===== config.mk =====
export PLATFORM = sky130hd
export DESIGN_NAME = btn_event_gen
export DESIGN_NICKNAME = d
export VERILOG_FILES = /design/src/rtl/alarm_pkg.sv /design/src/rtl/btn_event_gen.sv
export SDC_FILE = /design/constraint.sdc
export NUM_CORES = 1
export LEC_CHECK = 0
export CORE_UTILIZATION = 40
export DETAILED_ROUTE_END_ITERATION = 10
export SYNTH_ARGS = -nofsm -noshare
export SYNTH_HDL_FRONTEND = slang
export SYNTH_SLANG_ARGS = --single-unit

===== constraint.sdc =====
create_clock -name clk -period 3.63 [get_ports clk]
set_clock_uncertainty 0.2 [all_clocks]
set_input_delay 0.363 -clock clk [delete_from_list [all_inputs] [get_ports clk]]
set_output_delay 0.363 -clock clk [all_outputs]
set_load 0.05 [all_outputs]

===== src/rtl/alarm_pkg.sv =====
// rtl/alarm_pkg.sv - shared types and timing defaults for the alarm-clock button path
package alarm_pkg;

  typedef enum logic [1:0] {
    IDLE      = 2'd0,
    PRESSED   = 2'd1,
    LONG_HOLD = 2'd2
  } btn_state_t;

  // 1 s long-press and 200 ms repeat at a 50 MHz system clock
  localparam int BTN_LONG_CYCLES   = 50_000_000;
  localparam int BTN_REPEAT_CYCLES = 10_000_000;

  function automatic int max_int(input int a, input int b);
    return (a > b) ? a : b;
  endfunction

endpackage


===== src/rtl/btn_event_gen.sv =====
// rtl/btn_event_gen.sv - turns a debounced button level into press/release/short/long/repeat strobes
module btn_event_gen
  import alarm_pkg::*;
#(
  parameter int LONG_CYCLES   = BTN_LONG_CYCLES,
  parameter int REPEAT_CYCLES = BTN_REPEAT_CYCLES
) (
  input  logic clk,
  input  logic reset,
  input  logic btn_level,
  input  logic repeat_en,
  output logic press_pulse,
  output logic release_pulse,
  output logic short_pulse,
  output logic long_pulse,
  output logic repeat_pulse,
  output logic held
);

  localparam int CW = $clog2(max_int(LONG_CYCLES, REPEAT_CYCLES));
  localparam logic [CW-1:0] LONG_LAST   = CW'(LONG_CYCLES - 1);
  localparam logic [CW-1:0] REPEAT_LAST = CW'(REPEAT_CYCLES - 1);

  btn_state_t    state, state_n;
  logic [CW-1:0] cnt, cnt_n;
  logic          btn_q;
  logic          rise;
  logic          press_n, release_n, short_n, long_n, repeat_n;

  assign rise = btn_level & ~btn_q;
  assign held = (state != IDLE);

  always_comb begin
    state_n   = state;
    cnt_n     = cnt;
    press_n   = 1'b0;
    release_n = 1'b0;
    short_n   = 1'b0;
    long_n    = 1'b0;
    repeat_n  = 1'b0;
    case (state)
      IDLE: begin
        if (rise) begin
          press_n = 1'b1;
          cnt_n   = '0;
          state_n = PRESSED;
        end
      end
      PRESSED: begin
        // a release landing on the threshold still counts as a short press
        if (!btn_level) begin
          release_n = 1'b1;
          short_n   = 1'b1;
          state_n   = IDLE;
        end else if (cnt == LONG_LAST) begin
          long_n  = 1'b1;
          cnt_n   = '0;
          state_n = LONG_HOLD;
        end else begin
          cnt_n = cnt + CW'(1);
        end
      end
      LONG_HOLD: begin
        if (!btn_level) begin
          release_n = 1'b1;
          state_n   = IDLE;
        end else if (!repeat_en) begin
          cnt_n = '0;
        end else if (cnt == REPEAT_LAST) begin
          repeat_n = 1'b1;
          cnt_n    = '0;
        end else begin
          cnt_n = cnt + CW'(1);
        end
      end
      default: begin
        state_n = IDLE;
        cnt_n   = '0;
      end
    endcase
  end

  always_ff @(posedge clk or negedge reset) begin
    if (!reset) begin
      state         <= IDLE;
      cnt           <= '0;
      btn_q         <= 1'b0;
      press_pulse   <= 1'b0;
      release_pulse <= 1'b0;
      short_pulse   <= 1'b0;
      long_pulse    <= 1'b0;
      repeat_pulse  <= 1'b0;
    end else begin
      state         <= state_n;
      cnt           <= cnt_n;
      btn_q         <= btn_level;
      press_pulse   <= press_n;
      release_pulse <= release_n;
      short_pulse   <= short_n;
      long_pulse    <= long_n;
      repeat_pulse  <= repeat_n;
    end
  end

endmodule

==> results.sh <==
export IMPL_drive_gt1_share_pct=11.2
export IMPL_vias=1442
export IMPL_tightest_slew_ns=0.794
export IMPL_die_height_um=70.2
export IMPL_ys_types=46
export IMPL_gp_congestion=0.778
export IMPL_synth_area_um2=1860
export IMPL_grt_overflow=0
export IMPL_post_cts_resize_count=0
export IMPL_clockRootBuffer="clkbuf_8"
export IMPL_met2_usage_pct=30.5
export IMPL_top_usage_layer="met2"
export IMPL_fin_ws_ns=1.04
export IMPL_report_final_slew_viol_count=0
export IMPL_ant_nets=0
export IMPL_finalHoldViolations=0
export IMPL_via_per_inst=5.61
export IMPL_diodes=0
export IMPL_syn2layout_area_growth_pct=11.2
export IMPL_syn_nets=200
export IMPL_synth_main_ff_cell="dfrtp_1"
export IMPL_yosys_area_top_type="dfrtp_1"
export IMPL_io_pin_count=10
export IMPL_ys_warn_count=0
export IMPL_tns_ns=0
export IMPL_crit_fanout=18
export IMPL_port_buffers=9
export IMPL_finalCritPeriodShare_pct=71.3
export IMPL_nets=214
export IMPL_p_per_area_nw_per_um2=486
export IMPL_ys_seq_elements=34
export IMPL_worstSkewPairLatency_ns=0.29
export IMPL_grt_util_met1_pct=21.4
export IMPL_wirelength_um=3950
export IMPL_clock_fmax_mhz=386
export IMPL_ys_seq_area_share_pct=45.7
export IMPL_ir_drop_mv=0.164
export IMPL_synth_top_cell_area_share_pct=45.7
export IMPL_grt_usage_pct=18.3
export IMPL_die_w_um=70.2
export IMPL_ctsHoldBuffers=0
export IMPL_antenna_found_initial=0
export IMPL_cp_start_kind="input pin"
export IMPL_fin_crit_ns=2.59
export IMPL_wire_per_inst_um=15.4
export IMPL_drt_pre_antenna_iters=4
export IMPL_ys_async_sr_fraction_pct=100
export IMPL_fp_dieArea_um2=4930
export IMPL_grt_setup_unrepaired="false"
export IMPL_initial_core_util_pct=42.2
export IMPL_path_clk_slew_ns=0.07
export IMPL_end_kind="flop"
export IMPL_core_um2=4410
export IMPL_cts_buffer_depth=2
export IMPL_slew_headroom_pct=46.7
export IMPL_fillers=423
export IMPL_multiInputGateArea_um2=941
export IMPL_required_ns=3.64
export IMPL_drtIter0Drc=68
export IMPL_critPathKind="input pin to flop"
export IMPL_finalSetupViolCount=0
export IMPL_row_count=24
export IMPL_syn_area_per_cell_um2=9.70
export IMPL_syn_instance_count=192
export IMPL_drc_errors=0
export IMPL_cts_setup_buffers=0
export IMPL_area_sequential_um2=851
export IMPL_maxCapViolCount=0
export IMPL_leakagePower_nw=0.820
export IMPL_hpwl_um=2770
export IMPL_cts_tree="yes"
export IMPL_outcome="complete, no violations"
export IMPL_grt_pass1_vias=1517
export IMPL_numCtsBuffers=5
export IMPL_use_met3_pct=5.05
export IMPL_grt_max_degree=35
export IMPL_grt_pass1_wl_um=6950
export IMPL_r2r_slack_ns=1.09
export IMPL_htreeDepth=2
export IMPL_clock_sinks=34
export IMPL_cp_arrival_ns=2.60
export IMPL_preCtsSetupSlack_ns=0.770
export IMPL_synth_top_cells_by_area="dfrtp_1 (46%), nor2_1 (5.6%), xnor2_1 (5.6%)"
export IMPL_hp_class="input pin to asynchronous set/reset pin"
export IMPL_synth_edf_count=0
==> area by class of cell <==
| cell class | count | area share [%] |
|---|---|---|
| inverters | 5 | 0.906 |
| flip-flops and latches | 34 | 41.1 |
| well taps | 52 | 3.14 |
| repair buffers | 12 | 5.44 |
| multi-input cells | 148 | 45.4 |
| clock buffers | 6 | 3.99 |
==> cells in the final DEF, fill, tap and decap left out, types with 5 or more instances in the layout <==
master	n
dfrtp_1	34
xnor2_1	12
nor2_1	28
a31oi_1	8
nand3_1	10
a21oi_1	9
inv_1	5
nor3_1	5
nand2_1	19
clkbuf_8	6
clkdlybuf4s50_1	9
nand4_1	6
==> critical path, cell delays in order <==
cell,delay (ns)
clkdlybuf4s50_1,0.60
or2b_2,0.36
o21ai_1,0.09
buf_4,0.23
o2111ai_1,0.17
nand2_2,0.29
or2b_2,0.32
a31oi_1,0.17
==> cell families after synthesis <==
logic type / synth area share, %
compound gates: 11.9
xor+xnor: 7.06
fa+ha+maj: 2.69
buf+inv: 3.76
flops: 45.7
mux: 0.605
simple gates: 28.3
==> sequential cells by signal (all words and copies together), names as in the netlist <==
| signal | flops |
|---|---|
| cnt | 26 |
| btn_q | 1 |
| long_pulse | 1 |
| release_pulse | 1 |
| repeat_pulse | 1 |
| press_pulse | 1 |
| state | 2 |
| short_pulse | 1 |
==> cells in the mapped netlist, types with 2 or more instances <==
master	number
a21oi_1	9
a22o_1	3
a31oi_1	8
and3_2	2
and4_1	2
buf_6	3
dfrtp_1	34
ha_1	4
inv_1	5
nand2_1	19
nand3_1	10
nand4_1	6
nand4b_1	2
nor2_1	28
nor2b_1	2
nor3_1	5
nor4bb_1	4
o21ai_0	3
or2b_2	3
xnor2_1	12
xor2_1	3
==> power breakdown <==
part,total (mW),leakage (nW),switching (mW),internal (mW)
clock network,0.277,0.0431,0.131,0.146
logic,0.306,0.310,0.208,0.0981
registers,0.423,0.468,0.0188,0.404
total,1.01,0.820,0.358,0.648
==> path summary, 6_finish.rpt <==
| check | depth (start not counted) | startpoint | endpoint |
|---|---|---|---|
| max | 8 | btn_level | cnt[22] |
| min | 2 | reset | cnt[15] |
| max reg2reg | 6 | cnt[14] | cnt[16] |
| min reg2reg | 2 | state[0] | state[0] |
| max in group asynchronous | 2 | reset | cnt[18] |
| min in group clk | 2 | state[0] | state[0] |
==> through the flow <==
stage	total power, mW	instance area [um2]	hold WS, ns	util [%]	instances
6_report	1.01	2070	0.274	46.9	257
5_1_grt	1.07	2070	0.310	46.9	257
4_1_cts	1.02	2070	0.285	46.9	257
3_5_place_dp	0.736	1990	0.306	45.0	251
3_3_place_gp	0.730	1990	0.304	45.0	251
2_1_floorplan	0.671	1860	-0.133	-	192
==> per-layer routing <==
metal  vias to the layer above  share of wire (%)
met3                        11                3.5
met4                         0                3.0
met1                       694                 44
met2                        26                 49
li1                        711                  -
met5                         -                  0
(Power assumes the default switching activity.)
